<file path="config.mk">
export PLATFORM = sky130hd
export DESIGN_NAME = m68k_bus_initiator
export DESIGN_NICKNAME = d
export VERILOG_FILES = /design/src/rtl/m68k_bus_initiator.sv
export SDC_FILE = /design/constraint.sdc
export NUM_CORES = 1
export LEC_CHECK = 0
export BUFFER_PORTS_ARGS = -buffer_cell sky130_fd_sc_hd__buf_2
export CORE_AREA = 2 2 95 88
export DETAILED_ROUTE_END_ITERATION = 6
export DIE_AREA = 0 0 97 90
export GPL_TIMING_DRIVEN = 0
export PLACE_DENSITY = 0.81
export SKIP_CTS_REPAIR_TIMING = 1
export SLEW_MARGIN = 15
export SYNTH_ARGS = -nofsm -noshare
export SYNTH_HDL_FRONTEND = slang
export SYNTH_SLANG_ARGS = --single-unit
</file>
<file path="constraint.sdc">
create_clock -name clk -period 7.87 [get_ports clk]
set_clock_uncertainty 0.2 [all_clocks]
set_input_delay 0.3935 -clock clk [delete_from_list [all_inputs] [get_ports clk]]
set_output_delay 0.3935 -clock clk [all_outputs]
set_load 0.02 [all_outputs]
</file>
<file path="src/rtl/m68k_bus_initiator.sv">
// m68k_bus_initiator
//   Bus master for the on-chip 68000-style slave bus. Accepts one read or
//   write command per valid/ready handshake, runs a single strobed bus cycle
//   (SETUP -> STROBE -> RELEASE) and returns data/status as a one-clock
//   response pulse.
//
// Ports
//   clk, reset              clock, asynchronous active-high reset
//   cmd_valid/cmd_ready     command handshake (ready only in IDLE)
//   cmd_rw/addr/byte/wdata  command fields, registered on acceptance
//   rsp_valid/rdata/err     response pulse; err 00 ok, 01 timeout, 10 addr
//   addr/data_write/rw      bus address, write data, direction (1=read)
//   uds/lds                 active-low byte strobes (upper=even, lower=odd)
//   data_read/ack           bus read data, active-low slave acknowledge
//   busy                    high whenever not IDLE
module m68k_bus_initiator #(
  parameter int SETUP_CYCLES   = 1,
  parameter int TIMEOUT_CYCLES = 255
) (
  input  logic        clk,
  input  logic        reset,
  input  logic        cmd_valid,
  output logic        cmd_ready,
  input  logic        cmd_rw,
  input  logic [23:0] cmd_addr,
  input  logic        cmd_byte,
  input  logic [15:0] cmd_wdata,
  output logic        rsp_valid,
  output logic [15:0] rsp_rdata,
  output logic [1:0]  rsp_err,
  output logic [23:0] addr,
  output logic [15:0] data_write,
  input  logic [15:0] data_read,
  output logic        uds,
  output logic        lds,
  output logic        rw,
  input  logic        ack,
  output logic        busy
);

  localparam logic [3:0]  SETUP_N = 4'(SETUP_CYCLES);
  // Counter value on the last strobe clock before giving up.
  localparam logic [15:0] TO_LAST = 16'(TIMEOUT_CYCLES - 1);

  typedef enum logic [2:0] {IDLE, SETUP, STROBE, RELEASE, RESP} state_t;
  state_t state, state_n;

  logic [3:0]  setup_cnt;
  logic [15:0] wait_cnt;
  logic        byte_q;
  logic        timed_out;

  logic accept, addr_err, u_en, l_en, timeout_hit;

  assign cmd_ready   = (state == IDLE);
  assign busy        = (state != IDLE);
  assign accept      = cmd_valid && cmd_ready;
  assign addr_err    = !cmd_byte && cmd_addr[0];
  // Lane decode from the registered command: words use both lanes.
  assign u_en        = !byte_q || !addr[0];
  assign l_en        = !byte_q ||  addr[0];
  assign timeout_hit = (wait_cnt >= TO_LAST);

  always_ff @(posedge clk or posedge reset) begin
    if (reset) state <= IDLE;
    else       state <= state_n;
  end

  always_comb begin
    state_n = state;
    case (state)
      IDLE:    if (accept) state_n = addr_err ? RESP : SETUP;
      SETUP:   if (setup_cnt >= SETUP_N) state_n = STROBE;
      STROBE:  if (!ack || timeout_hit) state_n = RELEASE;
      // After a timeout the slave may never release; leave after one clock.
      RELEASE: if (timed_out || ack) state_n = RESP;
      RESP:    state_n = IDLE;
      default: state_n = IDLE;
    endcase
  end

  always_ff @(posedge clk or posedge reset) begin
    if (reset) begin
      addr       <= '0;
      data_write <= '0;
      uds        <= 1'b1;
      lds        <= 1'b1;
      rw         <= 1'b1;
      rsp_valid  <= 1'b0;
      rsp_rdata  <= '0;
      rsp_err    <= 2'b00;
      setup_cnt  <= '0;
      wait_cnt   <= '0;
      byte_q     <= 1'b0;
      timed_out  <= 1'b0;
    end else begin
      rsp_valid <= (state_n == RESP);
      // Strobes come straight from flops so the bus never sees a glitch.
      uds <= !((state_n == STROBE) && u_en);
      lds <= !((state_n == STROBE) && l_en);
      if (state_n == IDLE) rw <= 1'b1;
      case (state)
        IDLE: if (accept) begin
          addr       <= cmd_addr;
          byte_q     <= cmd_byte;
          data_write <= cmd_byte ? {cmd_wdata[7:0], cmd_wdata[7:0]} : cmd_wdata;
          rw         <= addr_err ? 1'b1 : cmd_rw;
          rsp_rdata  <= '0;
          rsp_err    <= addr_err ? 2'b10 : 2'b00;
          timed_out  <= 1'b0;
          setup_cnt  <= 4'd1;
        end
        SETUP: begin
          setup_cnt <= setup_cnt + 4'd1;
          if (state_n == STROBE) wait_cnt <= '0;
        end
        STROBE: begin
          if (!ack) begin
            if (rw)
              rsp_rdata <= !byte_q ? data_read :
                           addr[0] ? {8'h00, data_read[7:0]} :
                                     {8'h00, data_read[15:8]};
          end else if (timeout_hit) begin
            rsp_err   <= 2'b01;
            timed_out <= 1'b1;
          end else if (wait_cnt != 16'hFFFF) begin
            wait_cnt <= wait_cnt + 16'd1;
          end
        end
        default: ;
      endcase
    end
  end

endmodule
</file>
==> run metrics <==
Total Wirelength=8900 um; # fillers=671; vias per cell=5.14; Num CTS Buffers=9; Finished Cell Area=0.00472 mm^2; Fmax=416 MHz; min-delay worst type=in -> reg; clock-pin slew on the worst setup and hold paths=~0.090 ns; switching part of the total=between 40 and 50%; Total Negative Setup Slacks=0 ns; Synth Net Count=460; Syn Area/Cell=9.58 um^2; initial antenna violation count=0; crit path to=wait_cnt[0]; Worst-Margin Slew=0.682 ns; Die Wd=97 um; GRT Overall Usage=20.8%; vias post-DR=3260; Synth area leaders=dfrtp_1 (55%), nand2_1 (15%), mux2i_1 (4.8%); CTS max path bufs=2; ANT nets after route=0; CTS root buffer=clkbuf_8; Yosys Warn Count=0; area added between synthesis and finish=25.4%; Final Cycle Share=approximately 31%; Reg2Reg Capture Point=wait_cnt[0]; share of total power in sequential cells=39.4%; Die H=approximately 90 um; Post-synth EDFFs=0; Cells after Synth=393; share of layout cells above drive strength 1=29.9%; DRT iter0 DRCs=129; slowest CP cell=or4b_4; Synth top area share=a little under three fifths; GR Overflow Total=0; fin crit period=~2.4 ns; Sw Pwr=roughly 0.8 mW; Slew Limit Fails=0; TritonCTS clock tree=yes; combinational power share=45.0%; status=finished clean; Leak=2.56 nW; commonest non-fill, non-tap cell in the layout=nand2_1; H-tree levels=3; Buffers on Ports=124; Antenna diodes=0; Synth area leader=dfrtp_1; CORE AREA=0.00780 mm^2; r2r setup slk=between 5 and 6 ns; DRC errors left=0; post-DR wirelength/cell=roughly 14 um; Detail Placement HPWL=between 6000 and 7000 um; #FFs+latches synth=86; worst skew pair latency=0.36 ns; crit-path cells=ha_1 > or4b_4 > a2bb2oi_2 > nor2_1 > nand2_1 > mux2_2; Initial Utilization=48.3%; commonest non-fill, non-tap cells in the layout=nand2_1 (149), buf_2 (130), dfrtp_1 (83); Post-synth top flop=dfrtp_1; hold_sp=cmd_addr[8]; Setup Viol. Count Final=0; drt first pass iters=4; Worst path max stage delay=around 0.52 ns; required time of the critical path=a little under 8 ns; Cell variety after synth=46; Routability Congestion=between 0.8 and 0.9; nets=597; Top-Level Pins=126; Worst Setup SP=setup_cnt[0]; Clk pwr share=15.5%; cell area after synthesis=0.00376 mm^2; Worst Setup Path Type=reg -> reg; R2R depth=6; Final Hold Slack=0.0211 ns; reg2reg start=setup_cnt[0]; Max Cap Viol=0; Seq/Total Area, Yosys=about 57%; Cell Int Power=about 1 mW; Placement Rows=31; relative slew slack=between 50 and 60%; Async SR Flop Fraction=100%; PwrDens=382 mW/mm^2; Worst setup EP type=flip-flop; clock sink total=86; die area=between 0.008 and 0.009 mm^2; first-pass GRT wire length=between 10000 and 15000 um; worst path arrival time=2.45 ns; maximum VDD drop=0.219 mV; unrepaired setup endpoints after global routing=no; Final Hold Viols=0; vias in the first global route=3210; Post-DP Area=0.00454 mm^2; largest net degree at the start of global routing=56; Worst Path Max Fanout=7; Worst Setup Start Kind=flip-flop
synth_stat cells (all sizes together), types with 4 or more instances:
cell type	instances
nand2	149
dfrtp	83
o21ai	22
mux2i	18
nor2	13
clkbuf	12
buf	10
and2	9
o31ai	9
inv	8
a31oi	5
ha	5
nand2b	5
a21oi	4
through the flow:
step	cells	power, mW	setup slack (ns)	utilization [%]
floorplan	393	1.24	5.06	-
global placement	616	1.50	4.09	57.8
detailed placement	617	1.54	5.49	58.2
CTS	633	1.82	5.48	60.4
global route	634	1.93	5.38	60.6
finish	634	1.80	5.47	60.6
routing by layer:
layer,global-route usage (%),vias to the layer above,routed length (um),part of all wire (%)
met4,6.22,0,170,1.9
met3,6.69,18,700,7.9
li1,-,1580,-,-
met5,0,-,0,0
met2,34.5,118,4330,49
met1,26.1,1544,3690,41
worst max-delay path, delay by kind of cell, from the launching register on:
kind	cells	cell delay (ns)
fa+ha+maj	1	0.23
simple gates	3	0.82
mux	1	0.35
flops	1	0.46
compound gates	1	0.22
cell families after synthesis:
group                    share of synthesized area (%)
buffers and inverters                             3.49
XOR/XNOR                                         0.233
AO/OA/AOI/OAI                                     9.21
adder cells (fa/ha/maj)                           1.66
multiplexers                                      5.39
flip-flops                                        57.3
AND/OR/NAND/NOR                                   22.7
registers in the layout, indices dropped and copies added (netlist names), 2 cells and up:
signal,flops
wait_cnt,16
state,3
data_write,16
setup_cnt,4
addr,24
rsp_err,2
rsp_rdata,16
power groups by stage:
| stage | sequential (mW) | clock, mW | combinational [mW] |
|---|---|---|---|
| detailed placement | 0.716 | 0 | 0.819 |
| global placement | 0.708 | 0 | 0.792 |
| CTS | 0.710 | 0.288 | 0.820 |
| floorplan | 0.883 | 0 | 0.361 |
| finish | 0.710 | 0.280 | 0.811 |
| global route | 0.731 | 0.305 | 0.896 |
area by class of cell:
| cell class | count | area [um^2] | area share, % |
|---|---|---|---|
| timing repair buffer | 126 | 658 | 13.9 |
| buffer | 22 | 101 | 2.15 |
| clock inverter | 5 | 41.3 | 0.875 |
| sequential | 86 | 2160 | 45.7 |
| multi-input combinational | 277 | 1480 | 31.3 |
| clock buffer | 11 | 131 | 2.78 |
| tap | 99 | 124 | 2.62 |
| inverter | 8 | 32.5 | 0.689 |
worst min-delay path by stage:
stage / to / slack (ns) / cells after the start
floorplan: wait_cnt[15] / 0.25 / 1
global route: addr[8] / 0.008 / 3
global placement: addr[19] / 0.25 / 2
finish: addr[8] / 0.02 / 3
CTS: addr[15] / -0.17 / 2
detailed placement: addr[15] / 0.23 / 2
Power figures use the tool's default switching activity.
